$ cat src/rtl/data_mem_ctrl.sv
// data_mem_ctrl: multi-cycle load/store unit in front of a word SRAM.
// Decodes B/H/W accesses, stalls the core, flags misaligned/illegal ops.
// Ports: core side MemRead/MemWrite/Funct3/ALU_Result/WriteMemData in,
//   ReadMemData/Mem_Stall/Mem_Done/Mem_Fault out; SRAM side sram_* strobes,
//   word address, lane-replicated write data, sram_rdata back.
module data_mem_ctrl #(
  parameter int SRAM_AW    = 10,
  parameter int RD_LATENCY = 2
) (
  input  logic               clk,
  input  logic               reset,
  input  logic               MemRead,
  input  logic               MemWrite,
  input  logic [2:0]         Funct3,
  input  logic [31:0]        ALU_Result,
  input  logic [31:0]        WriteMemData,
  output logic [31:0]        ReadMemData,
  output logic               Mem_Stall,
  output logic               Mem_Done,
  output logic               Mem_Fault,
  output logic               sram_en,
  output logic               sram_we,
  output logic [3:0]         sram_be,
  output logic [SRAM_AW-1:0] sram_addr,
  output logic [31:0]        sram_wdata,
  input  logic [31:0]        sram_rdata
);

  localparam int CW = 3;

  typedef enum logic [1:0] {
    IDLE, ISSUE, WAIT, DONE
  } state_t;

  state_t state_q, state_d;

  logic [CW-1:0]      cnt_q, cnt_d;
  logic [1:0]         off_q, off_d;
  logic [2:0]         f3_q, f3_d;
  logic               ld_q, ld_d;
  logic [31:0]        rmd_q, rmd_d;
  logic               done_q, done_d;
  logic               flt_q, flt_d;
  logic               en_q, en_d;
  logic               we_q, we_d;
  logic [3:0]         be_q, be_d;
  logic [SRAM_AW-1:0] addr_q, addr_d;
  logic [31:0]        wdata_q, wdata_d;

  logic        req;
  logic        bad;
  logic [1:0]  size;
  logic [3:0]  st_be;
  logic [31:0] st_data;
  logic [7:0]  lane_b;
  logic [15:0] lane_h;
  logic [31:0] ld_val;

  // Bits above the SRAM word address alias onto the same words.
  logic unused_addr_hi;
  assign unused_addr_hi = ^ALU_Result[31:SRAM_AW+2];

  assign req  = MemRead | MemWrite;
  assign size = Funct3[1:0];

  // Stores have no unsigned variants; MemRead wins over MemWrite.
  assign bad = (Funct3 == 3'b011)
             | (Funct3[2:1] == 2'b11)
             | (!MemRead & Funct3[2])
             | ((size == 2'b01) & ALU_Result[0])
             | ((size == 2'b10) & (|ALU_Result[1:0]));

  always_comb begin
    st_be   = 4'b1111;
    st_data = WriteMemData;
    unique case (1'b1)
      size == 2'b00: begin
        st_be   = 4'b0001 << ALU_Result[1:0];
        st_data = {4{WriteMemData[7:0]}};
      end
      size == 2'b01: begin
        st_be   = ALU_Result[1] ? 4'b1100 : 4'b0011;
        st_data = {2{WriteMemData[15:0]}};
      end
      default: begin
        st_be   = 4'b1111;
        st_data = WriteMemData;
      end
    endcase
  end

  always_comb begin
    lane_b = sram_rdata[{off_q, 3'b000} +: 8];
    lane_h = off_q[1] ? sram_rdata[31:16] : sram_rdata[15:0];
    unique case (f3_q)
      3'b000:  ld_val = {{24{lane_b[7]}}, lane_b};
      3'b001:  ld_val = {{16{lane_h[15]}}, lane_h};
      3'b100:  ld_val = {24'd0, lane_b};
      3'b101:  ld_val = {16'd0, lane_h};
      default: ld_val = sram_rdata;
    endcase
  end

  always_comb begin
    state_d = state_q;
    cnt_d   = cnt_q;
    off_d   = off_q;
    f3_d    = f3_q;
    ld_d    = ld_q;
    rmd_d   = rmd_q;
    addr_d  = addr_q;
    wdata_d = wdata_q;
    done_d  = 1'b0;
    flt_d   = 1'b0;
    en_d    = 1'b0;
    we_d    = 1'b0;
    be_d    = 4'b0000;
    unique case (state_q)
      IDLE: begin
        if (req) begin
          off_d = ALU_Result[1:0];
          f3_d  = Funct3;
          ld_d  = MemRead;
          if (bad) begin
            state_d = DONE;
            done_d  = 1'b1;
            flt_d   = 1'b1;
          end else begin
            state_d = ISSUE;
            en_d    = 1'b1;
            we_d    = !MemRead;
            be_d    = MemRead ? 4'b1111 : st_be;
            addr_d  = ALU_Result[SRAM_AW+1:2];
            if (!MemRead) wdata_d = st_data;
          end
        end
      end
      ISSUE: begin
        if (ld_q) begin
          state_d = WAIT;
          cnt_d   = CW'(RD_LATENCY - 1);
        end else begin
          state_d = DONE;
          done_d  = 1'b1;
        end
      end
      WAIT: begin
        if (cnt_q == '0) begin
          state_d = DONE;
          done_d  = 1'b1;
          rmd_d   = ld_val;
        end else begin
          cnt_d = cnt_q - 3'd1;
        end
      end
      default: state_d = IDLE;
    endcase
  end

  always_ff @(posedge clk or negedge reset) begin
    if (!reset) begin
      state_q <= IDLE;
      cnt_q   <= '0;
      off_q   <= '0;
      f3_q    <= '0;
      ld_q    <= 1'b0;
      rmd_q   <= '0;
      done_q  <= 1'b0;
      flt_q   <= 1'b0;
      en_q    <= 1'b0;
      we_q    <= 1'b0;
      be_q    <= '0;
      addr_q  <= '0;
      wdata_q <= '0;
    end else begin
      state_q <= state_d;
      cnt_q   <= cnt_d;
      off_q   <= off_d;
      f3_q    <= f3_d;
      ld_q    <= ld_d;
      rmd_q   <= rmd_d;
      done_q  <= done_d;
      flt_q   <= flt_d;
      en_q    <= en_d;
      we_q    <= we_d;
      be_q    <= be_d;
      addr_q  <= addr_d;
      wdata_q <= wdata_d;
    end
  end

  assign Mem_Stall = ((state_q == IDLE) & req)
                   | (state_q == ISSUE)
                   | (state_q == WAIT);

  assign ReadMemData = rmd_q;
  assign Mem_Done    = done_q;
  assign Mem_Fault   = flt_q;
  assign sram_en     = en_q;
  assign sram_we     = we_q;
  assign sram_be     = be_q;
  assign sram_addr   = addr_q;
  assign sram_wdata  = wdata_q;

endmodule

$ cat config.mk
export PLATFORM = sky130hd
export DESIGN_NAME = data_mem_ctrl
export DESIGN_NICKNAME = d
export VERILOG_FILES = /design/src/rtl/data_mem_ctrl.sv
export SDC_FILE = /design/constraint.sdc
export NUM_CORES = 1
export LEC_CHECK = 0
export BUFFER_PORTS_ARGS = -buffer_cell sky130_fd_sc_hd__buf_2
export CAP_MARGIN = 20
export CORE_UTILIZATION = 45
export CTS_CLUSTER_DIAMETER = 60
export DETAILED_ROUTE_END_ITERATION = 7
export PLACE_DENSITY_LB_ADDON = 0.05
export SKIP_CTS_REPAIR_TIMING = 1
export SLEW_MARGIN = 20
export SYNTH_ARGS = -nofsm -noshare
export SYNTH_HDL_FRONTEND = slang
export SYNTH_SLANG_ARGS = --single-unit
$ cat constraint.sdc
create_clock -name clk -period 1.67 [get_ports clk]
set_input_delay 0.334 -clock clk [delete_from_list [all_inputs] [get_ports clk]]
set_output_delay 0.334 -clock clk [all_outputs]
set_load 0.05 [all_outputs]
==> metrics.txt, run 1 <==
# TYPE chip_impl_metric gauge
chip_impl_info{name="status",value="complete, but fails checks"} 1
chip_impl_info{name="violated_checks",value="negative setup slack"} 1
chip_impl_metric{name="gr-usage-all-layers",unit=""} 0.235
chip_impl_metric{name="fin_skew",unit="ps"} 14.2
chip_impl_metric{name="total_switching_power",unit="mW"} 7.50
chip_impl_metric{name="placed_cell_area",unit="um^2"} 6240
chip_impl_metric{name="critPathMaxFanout",unit=""} 5
chip_impl_metric{name="slew_viol_final",unit=""} 0
chip_impl_metric{name="post-layout-total-power",unit="mW"} 14.7
chip_impl_metric{name="synth-edff-count",unit=""} 0
chip_impl_info{name="r2r_start",value="state_q[1]"} 1
chip_impl_metric{name="clkLatencyLatePin",unit="ps"} 360
chip_impl_info{name="holdCritStartpoint",value="ALU_Result[7]"} 1
chip_impl_metric{name="leakagePower",unit="nW"} 3.34
chip_impl_metric{name="drc_errors",unit=""} 0
chip_impl_metric{name="synth.ff_latch_count",unit=""} 93
chip_impl_metric{name="row_count",unit=""} 37
chip_impl_metric{name="synth.yosys.seq_area_share",unit=""} 0.480
chip_impl_metric{name="die_width",unit="um"} 106
chip_impl_info{name="r2r_end",value="sram_addr[8]"} 1
chip_impl_metric{name="per_instance_average_area_after_synthesis",unit="um^2"} 11.0
chip_impl_metric{name="timing.max_slew.rel_slack",unit=""} 0.582
chip_impl_metric{name="fp.dieArea",unit="um^2"} 11200
chip_impl_metric{name="die_height",unit="um"} 106
chip_impl_info{name="crit_type",value="flop to flop"} 1
chip_impl_metric{name="largest_net_degree_at_the_start_of_global_routing",unit=""} 41
chip_impl_metric{name="antenna_cells_inserted",unit=""} 0
chip_impl_info{name="min_delay_worst_endpoint",value="sram_addr[5]"} 1
chip_impl_metric{name="worst_ir_drop_vdd",unit="V"} 0.00116
chip_impl_metric{name="share_clk_of_total_power",unit=""} 0.093
chip_impl_metric{name="combPwrFrac",unit=""} 0.635
chip_impl_metric{name="report.final.setup_viol",unit=""} 42
chip_impl_info{name="critPathCaptureType",value="flop"} 1
chip_impl_metric{name="ant_nets",unit=""} 0
chip_impl_info{name="startpoint_type",value="flop"} 1
chip_impl_metric{name="finalHoldViolations",unit=""} 0
chip_impl_info{name="tritoncts",value="done"} 1
chip_impl_info{name="hold_path.class",value="input port to flop"} 1
chip_impl_metric{name="post-route-cell-area",unit="um^2"} 6930
chip_impl_metric{name="synthesis.instances",unit=""} 441
chip_impl_metric{name="min_period_over_period",unit=""} 1.08
chip_impl_metric{name="max_cap_violations",unit=""} 0
chip_impl_metric{name="ys_warn_count",unit=""} 0
chip_impl_metric{name="distinct_cell_type_count_of_the_synthesized_netlist",unit=""} 45
chip_impl_metric{name="ctsHtreeMaxLevel",unit=""} 3
chip_impl_metric{name="reg2reg_slack",unit="ps"} -130
chip_impl_metric{name="drt_pre_antenna_iters",unit=""} 4
chip_impl_metric{name="drt_iter0_markers",unit=""} 170
chip_impl_metric{name="critPathArrivalTime",unit="ps"} 2050
chip_impl_metric{name="final_weighted_congestion_of_routability_driven_global_placement",unit=""} 0.851
chip_impl_metric{name="number_of_buffers_created_by_cts",unit=""} 9
chip_impl_metric{name="clock_tree.buffer_depth",unit=""} 2
chip_impl_metric{name="top_level_ports",unit=""} 186
chip_impl_info{name="cts-root-buf",value="sky130_fd_sc_hd__clkbuf_8"} 1
chip_impl_metric{name="drt_wl_total",unit="mm"} 13.6
chip_impl_metric{name="place.port_buffers",unit=""} 165
chip_impl_metric{name="vias_per_cell",unit=""} 5.45
chip_impl_metric{name="postLayoutSetupSlackWorst",unit="ps"} -134
chip_impl_metric{name="finalNetCount",unit=""} 761
chip_impl_metric{name="detailed_place_hpwl",unit="mm"} 9.35
chip_impl_metric{name="dp_slack",unit="ps"} -169
chip_impl_metric{name="initial_utilization",unit=""} 0.467
chip_impl_metric{name="synth.net_count",unit=""} 550
chip_impl_metric{name="first_global_vias",unit=""} 4267
chip_impl_metric{name="clk_pin_slew_worst_paths",unit="ps"} 90
chip_impl_metric{name="maxClockFrequency",unit="GHz"} 0.554
chip_impl_metric{name="flow.area_growth_from_synthesis",unit="%"} 43.0
chip_impl_info{name="grt_setup_unrepaired",value="true"} 1
chip_impl_metric{name="power_report.internal_total",unit="mW"} 7.17
chip_impl_metric{name="max_slew.worst_pin.slew",unit="ps"} 627
chip_impl_metric{name="timing.reg2reg.worst_path_depth",unit=""} 8
chip_impl_metric{name="routed_wire_length_per_instance",unit="um"} 17.1
chip_impl_metric{name="share_of_post_route_cells_with_drive_strength_above_1",unit=""} 0.540
chip_impl_metric{name="core",unit="um^2"} 10400
chip_impl_metric{name="post-route-min-period",unit="ps"} 1800
chip_impl_metric{name="power-per-cell-area",unit="nW/um^2"} 2120
chip_impl_metric{name="syn-cell-area",unit="um^2"} 4850
chip_impl_metric{name="async_flop_share",unit=""} 1.00
chip_impl_metric{name="pwr-share-seq",unit=""} 0.272
chip_impl_metric{name="hold-path-cell-count",unit=""} 2
chip_impl_metric{name="antenna_found_initial",unit=""} 0
chip_impl_metric{name="p_sw_frac",unit=""} 0.511
chip_impl_metric{name="grt_overflow",unit=""} 0
chip_impl_metric{name="detailroute.via_count",unit=""} 4324
chip_impl_metric{name="cts_sinks",unit=""} 93
chip_impl_metric{name="grt_first_pass_wirelength",unit="mm"} 20.7
chip_impl_metric{name="critPathRequiredTime",unit="ps"} 1910
chip_impl_info{name="yosys_most_used_dff",value="sky130_fd_sc_hd__dfrtp_1"} 1
chip_impl_metric{name="final.setup.tns",unit="ps"} -2240
==> worst max path at each step <==
| stage | start | end | slack [ps] | cells after the start |
|---|---|---|---|---|
| 2_1_floorplan | state_q[0] | ReadMemData[30] | -120 | 8 |
| 4_1_cts | state_q[1] | Mem_Stall | -340 | 6 |
| 5_1_grt | state_q[1] | Mem_Stall | -180 | 6 |
| 3_5_place_dp | Funct3[0] | sram_addr[4] | -170 | 7 |
| 6_report | state_q[1] | sram_addr[8] | -130 | 8 |
| 3_3_place_gp | Funct3[0] | sram_addr[7] | -140 | 7 |
==> cell usage after synthesis, types with 5 or more instances <==
cell type	count	share of area
sky130_fd_sc_hd__nor2b_1	5	0.0065
sky130_fd_sc_hd__buf_2	9	0.0093
sky130_fd_sc_hd__inv_1	10	0.0077
sky130_fd_sc_hd__nor3_1	5	0.0052
sky130_fd_sc_hd__nand3_1	8	0.0083
sky130_fd_sc_hd__a21oi_1	21	0.022
sky130_fd_sc_hd__or3_1	12	0.015
sky130_fd_sc_hd__o31ai_1	9	0.014
sky130_fd_sc_hd__clkbuf_1	13	0.010
sky130_fd_sc_hd__mux2i_1	18	0.037
sky130_fd_sc_hd__a311oi_1	14	0.025
sky130_fd_sc_hd__o21ai_0	32	0.033
sky130_fd_sc_hd__a221oi_1	16	0.029
sky130_fd_sc_hd__buf_6	5	0.012
sky130_fd_sc_hd__ha_1	6	0.015
sky130_fd_sc_hd__mux2_4	9	0.028
sky130_fd_sc_hd__dfrtp_1	93	0.48
sky130_fd_sc_hd__nand2_1	45	0.035
sky130_fd_sc_hd__nand2b_1	5	0.0065
sky130_fd_sc_hd__mux2_2	52	0.12
sky130_fd_sc_hd__nor2_1	26	0.020
==> kinds of logic after synthesis <==
group	after synthesis	share of synthesized area
mux	80	0.188
flops	93	0.480
fa+ha+maj	6	0.0155
buf+inv	42	0.0444
simple gates	117	0.128
compound gates	103	0.144
==> layout by cell type (no fill, tap or decap), types with 3 or more instances in the layout <==
cell type and n:
sky130_fd_sc_hd__buf_12 10, sky130_fd_sc_hd__a21oi_1 21, sky130_fd_sc_hd__or3_1 11, sky130_fd_sc_hd__buf_4 47
sky130_fd_sc_hd__dfrtp_1 91, sky130_fd_sc_hd__buf_6 4, sky130_fd_sc_hd__nor2_1 24, sky130_fd_sc_hd__mux2_4 42
sky130_fd_sc_hd__mux2_2 20, sky130_fd_sc_hd__inv_2 4, sky130_fd_sc_hd__nor2b_1 5, sky130_fd_sc_hd__clkbuf_16 5
sky130_fd_sc_hd__buf_2 163, sky130_fd_sc_hd__mux2i_1 16, sky130_fd_sc_hd__clkinv_2 3, sky130_fd_sc_hd__a31oi_1 3
sky130_fd_sc_hd__clkbuf_8 10, sky130_fd_sc_hd__a311oi_1 13, sky130_fd_sc_hd__o31ai_1 9, sky130_fd_sc_hd__nand2_1 44
sky130_fd_sc_hd__inv_1 5, sky130_fd_sc_hd__a221oi_2 16, sky130_fd_sc_hd__nor3_1 3, sky130_fd_sc_hd__ha_4 4
sky130_fd_sc_hd__nand3_1 8, sky130_fd_sc_hd__o21ai_0 30, sky130_fd_sc_hd__nand2b_1 5
==> worst max-delay path, cell delays in order, from the launching register on <==
cell	delay, ps
sky130_fd_sc_hd__dfrtp_2	450
sky130_fd_sc_hd__inv_2	100
sky130_fd_sc_hd__ha_4	160
sky130_fd_sc_hd__o21ai_4	70
sky130_fd_sc_hd__buf_4	140
sky130_fd_sc_hd__or2_4	250
sky130_fd_sc_hd__inv_6	90
sky130_fd_sc_hd__clkbuf_16	150
sky130_fd_sc_hd__mux2_4	290
==> layer usage <==
metal	vias to the layer above	global-route usage	part of all wire
met3	14	0.0625	0.063
met1	2154	0.299	0.44
met2	130	0.388	0.48
li1	2026	-	-
met4	0	0.0724	0.012
met5	-	0	0
==> sequential cells by signal, indices dropped and copies added (netlist names) <==
| signal | cells |
|---|---|
| f3_q | 3 |
| state_q | 2 |
| sram_addr | 10 |
| ld_q | 1 |
| sram_wdata | 32 |
| Mem_Fault | 1 |
| sram_en | 1 |
| off_q | 2 |
| sram_we | 1 |
| sram_be | 4 |
| Mem_Done | 1 |
| ReadMemData | 32 |
| cnt_q | 3 |
==> power by group through the flow <==
stage          clock network (mW)  registers, mW  logic, mW
2_1_floorplan                   0           7.24       2.91
3_3_place_gp                    0           3.91       8.36
3_5_place_dp                    0           3.96       8.50
4_1_cts                      1.41           3.94       8.51
5_1_grt                      1.51           4.12       9.83
6_report                     1.37           3.99       9.32
==> metrics by stage <==
step / hold slack [ps] / cells / util
floorplan: 38.4 / 441 / -
global placement: 279 / 764 / 0.601
detailed placement: 279 / 764 / 0.601
CTS: -122 / 780 / 0.618
global route: 181 / 793 / 0.669
finish: 205 / 793 / 0.669
==> layout make-up <==
type	instances	area, um^2
Multi-Input combinational cell	306	2650
Clock inverter	4	23.8
Tap cell	136	170
Fill cell	880	3440
Inverter	11	48.8
Clock buffer	12	145
Timing Repair Buffer	231	1560
Sequential cell	93	2330
(Power assumes the default switching activity.)
==> run 2: changes to the inputs <==
--- a/config.mk
+++ b/config.mk
@@ -7,6 +7,7 @@
 export LEC_CHECK = 0
 export BUFFER_PORTS_ARGS = -buffer_cell sky130_fd_sc_hd__buf_2
 export CAP_MARGIN = 20
+export CORE_ASPECT_RATIO = 2
 export CORE_UTILIZATION = 45
 export CTS_CLUSTER_DIAMETER = 60
 export DETAILED_ROUTE_END_ITERATION = 7
==> metrics.txt, run 2 (same netlist as run 1, synthesis figures left out) <==
# TYPE chip_impl_metric gauge
chip_impl_metric{name="finalHoldViolations",unit=""} 0
chip_impl_metric{name="fin_skew",unit="ps"} 14.9
chip_impl_metric{name="share_of_post_route_cells_with_drive_strength_above_1",unit=""} 0.535
chip_impl_metric{name="drt_pre_antenna_iters",unit=""} 6
chip_impl_metric{name="drc_errors",unit=""} 0
chip_impl_info{name="status",value="complete, but fails checks"} 1
chip_impl_info{name="setup.worst_path.end",value="Mem_Stall"} 1
chip_impl_info{name="cts-root-buf",value="sky130_fd_sc_hd__clkbuf_16"} 1
chip_impl_metric{name="dp_slack",unit="ps"} -133
chip_impl_info{name="crit_path_start",value="state_q[0]"} 1
chip_impl_metric{name="antenna_found_initial",unit=""} 0
chip_impl_metric{name="detailed_place_hpwl",unit="mm"} 10.8
chip_impl_info{name="violated_checks",value="negative setup slack"} 1
chip_impl_info{name="crit_type",value="flop to output pin"} 1
chip_impl_metric{name="first_global_vias",unit=""} 4206
chip_impl_info{name="tritoncts",value="done"} 1
chip_impl_metric{name="cp_num_cells",unit=""} 6
chip_impl_info{name="critical-path-top-cell-by-count",value="sky130_fd_sc_hd__buf_6"} 1
chip_impl_metric{name="top_level_ports",unit=""} 186
chip_impl_metric{name="detailroute.via_count",unit=""} 4312
chip_impl_metric{name="clk_pin_slew_worst_paths",unit="ps"} 80
chip_impl_metric{name="leakagePower",unit="nW"} 3.36
chip_impl_metric{name="number_of_buffers_created_by_cts",unit=""} 9
chip_impl_metric{name="max_cap_violations",unit=""} 0
chip_impl_metric{name="timing.reg2reg.worst_path_depth",unit=""} 7
chip_impl_metric{name="die_height",unit="um"} 149
chip_impl_info{name="critPathCaptureType",value="output pin"} 1
chip_impl_metric{name="final_weighted_congestion_of_routability_driven_global_placement",unit=""} 0.816
chip_impl_info{name="grt_setup_unrepaired",value="true"} 1
chip_impl_metric{name="drt_iter0_markers",unit=""} 149
chip_impl_metric{name="gr-usage-all-layers",unit=""} 0.252
chip_impl_metric{name="clkLatencyLatePin",unit="ps"} 350
chip_impl_metric{name="flow.area_growth_from_synthesis",unit="%"} 44.1
chip_impl_metric{name="maxClockFrequency",unit="GHz"} 0.567
chip_impl_metric{name="row_count",unit=""} 53
chip_impl_metric{name="finalNetCount",unit=""} 760
chip_impl_metric{name="worst_ir_drop_vdd",unit="V"} 0.00190
chip_impl_metric{name="power-per-cell-area",unit="nW/um^2"} 2180
chip_impl_metric{name="ctsHtreeMaxLevel",unit=""} 3
chip_impl_metric{name="grt_overflow",unit=""} 0
chip_impl_info{name="slowest_stage",value="sky130_fd_sc_hd__dfrtp_1"} 1
chip_impl_metric{name="fillCellCount",unit=""} 865
chip_impl_metric{name="reg2reg_slack",unit="ps"} -70
chip_impl_metric{name="clock_tree.buffer_depth",unit=""} 2
chip_impl_metric{name="place.port_buffers",unit=""} 165
chip_impl_metric{name="vias_per_cell",unit=""} 5.44
chip_impl_metric{name="report.final.setup_viol",unit=""} 43
chip_impl_metric{name="grt_first_pass_wirelength",unit="mm"} 20.8
chip_impl_metric{name="cts_sinks",unit=""} 93
chip_impl_info{name="timing.critical_path.cells",value="inv_2, ha_2, buf_6, nor2_4, nand2_2, buf_6"} 1
chip_impl_metric{name="timing.max_slew.rel_slack",unit=""} 0.606
chip_impl_metric{name="max_slew.worst_pin.slew",unit="ps"} 591
chip_impl_metric{name="post-route-min-period",unit="ps"} 1760
chip_impl_metric{name="routed_wire_length_per_instance",unit="um"} 19.0
chip_impl_metric{name="cp_slowest_stage_delay",unit="ps"} 390
chip_impl_metric{name="min_period_over_period",unit=""} 1.06
chip_impl_metric{name="slew_viol_final",unit=""} 0
chip_impl_info{name="r2r_end",value="sram_wdata[9]"} 1
chip_impl_info{name="layout.cells.most_common",value="sky130_fd_sc_hd__buf_2"} 1
chip_impl_metric{name="postLayoutSetupSlackWorst",unit="ps"} -93.7
chip_impl_metric{name="final.setup.tns",unit="ps"} -1330
chip_impl_metric{name="critPathMaxFanout",unit=""} 8
chip_impl_metric{name="initial_utilization",unit=""} 0.463
chip_impl_metric{name="die_width",unit="um"} 75.4
chip_impl_info{name="hold_path.class",value="input port to flop"} 1
chip_impl_metric{name="fp.dieArea",unit="um^2"} 11200
chip_impl_info{name="layout_common_cells",value="sky130_fd_sc_hd__buf_2 (164), sky130_fd_sc_hd__dfrtp_1 (91), sky130_fd_sc_hd__buf_4 (47), sky130_fd_sc_hd__nand2_1 (44), sky130_fd_sc_hd__mux2_4 (41)"} 1
chip_impl_info{name="critPathTopFamily",value="flip-flops"} 1
chip_impl_metric{name="critPathBufInv",unit=""} 3
chip_impl_info{name="startpoint_type",value="flop"} 1
chip_impl_metric{name="drt_wl_total",unit="mm"} 15.1
chip_impl_metric{name="ant_nets",unit=""} 0
chip_impl_info{name="r2r_start",value="state_q[1]"} 1
chip_impl_metric{name="core",unit="um^2"} 10500
chip_impl_metric{name="critPathArrivalTime",unit="ps"} 1430
chip_impl_metric{name="antenna_cells_inserted",unit=""} 0
chip_impl_metric{name="largest_net_degree_at_the_start_of_global_routing",unit=""} 43
chip_impl_metric{name="critPathRequiredTime",unit="ps"} 1340
==> run 2: through the flow <==
| step | area, um^2 | hold WS, ps | instances | power (mW) | util |
|---|---|---|---|---|---|
| 2_1_floorplan | 4940 | 38.4 | 441 | 10.1 | - |
| 4_1_cts | 6490 | -140 | 779 | 14.5 | 0.620 |
| 3_5_place_dp | 6200 | 236 | 763 | 12.5 | 0.592 |
| 5_1_grt | 6990 | 208 | 793 | 16.0 | 0.667 |
| 3_3_place_gp | 6200 | 237 | 763 | 12.3 | 0.592 |
| 6_report | 6990 | 212 | 793 | 15.2 | 0.667 |
==> run 2: worst min path at each step <==
stage / start / endpoint / slack [ps] / cells past startpoint
3_3_place_gp: reset / ReadMemData[11] / 240 / 1
5_1_grt: ALU_Result[8] / sram_addr[6] / 210 / 2
3_5_place_dp: reset / ReadMemData[10] / 240 / 1
4_1_cts: reset / ReadMemData[25] / -140 / 1
2_1_floorplan: reset / Mem_Done / 40 / 0
6_report: ALU_Result[11] / sram_addr[9] / 210 / 2
==> run 2: per-layer routing <==
metal / up-vias / global-route usage / part of all wire
met5: - / 0 / 0
met3: 45 / 0.0459 / 0.040
met4: 0 / 0.156 / 0.053
met1: 2075 / 0.243 / 0.34
li1: 2025 / - / -
met2: 167 / 0.467 / 0.57
==> run 2: cell type report <==
| class | instances | area [um^2] | share of cell area |
|---|---|---|---|
| flip-flops and latches | 93 | 2330 | 0.333 |
| clock inverters | 7 | 68.8 | 0.00985 |
| clock buffers | 9 | 225 | 0.0322 |
| inverters | 11 | 43.8 | 0.00627 |
| repair buffers | 230 | 1520 | 0.217 |
| well taps | 137 | 171 | 0.0245 |
| multi-input cells | 306 | 2630 | 0.377 |
==> run 2: report_power, final <==
part / leakage (nW) / switching (mW) / internal [mW]
Clock: 0.137 / 0.962 / 1.04
Sequential: 1.13 / 0.659 / 3.34
Combinational: 2.10 / 6.03 / 3.18
==> run 2: worst register-to-register path: stages (launching register included) <==
cell,delay [ps]
sky130_fd_sc_hd__dfrtp_1,410
sky130_fd_sc_hd__inv_2,90
sky130_fd_sc_hd__ha_4,150
sky130_fd_sc_hd__o21ai_4,80
sky130_fd_sc_hd__nor3_4,230
sky130_fd_sc_hd__buf_6,170
sky130_fd_sc_hd__clkbuf_16,180
sky130_fd_sc_hd__mux2_4,310
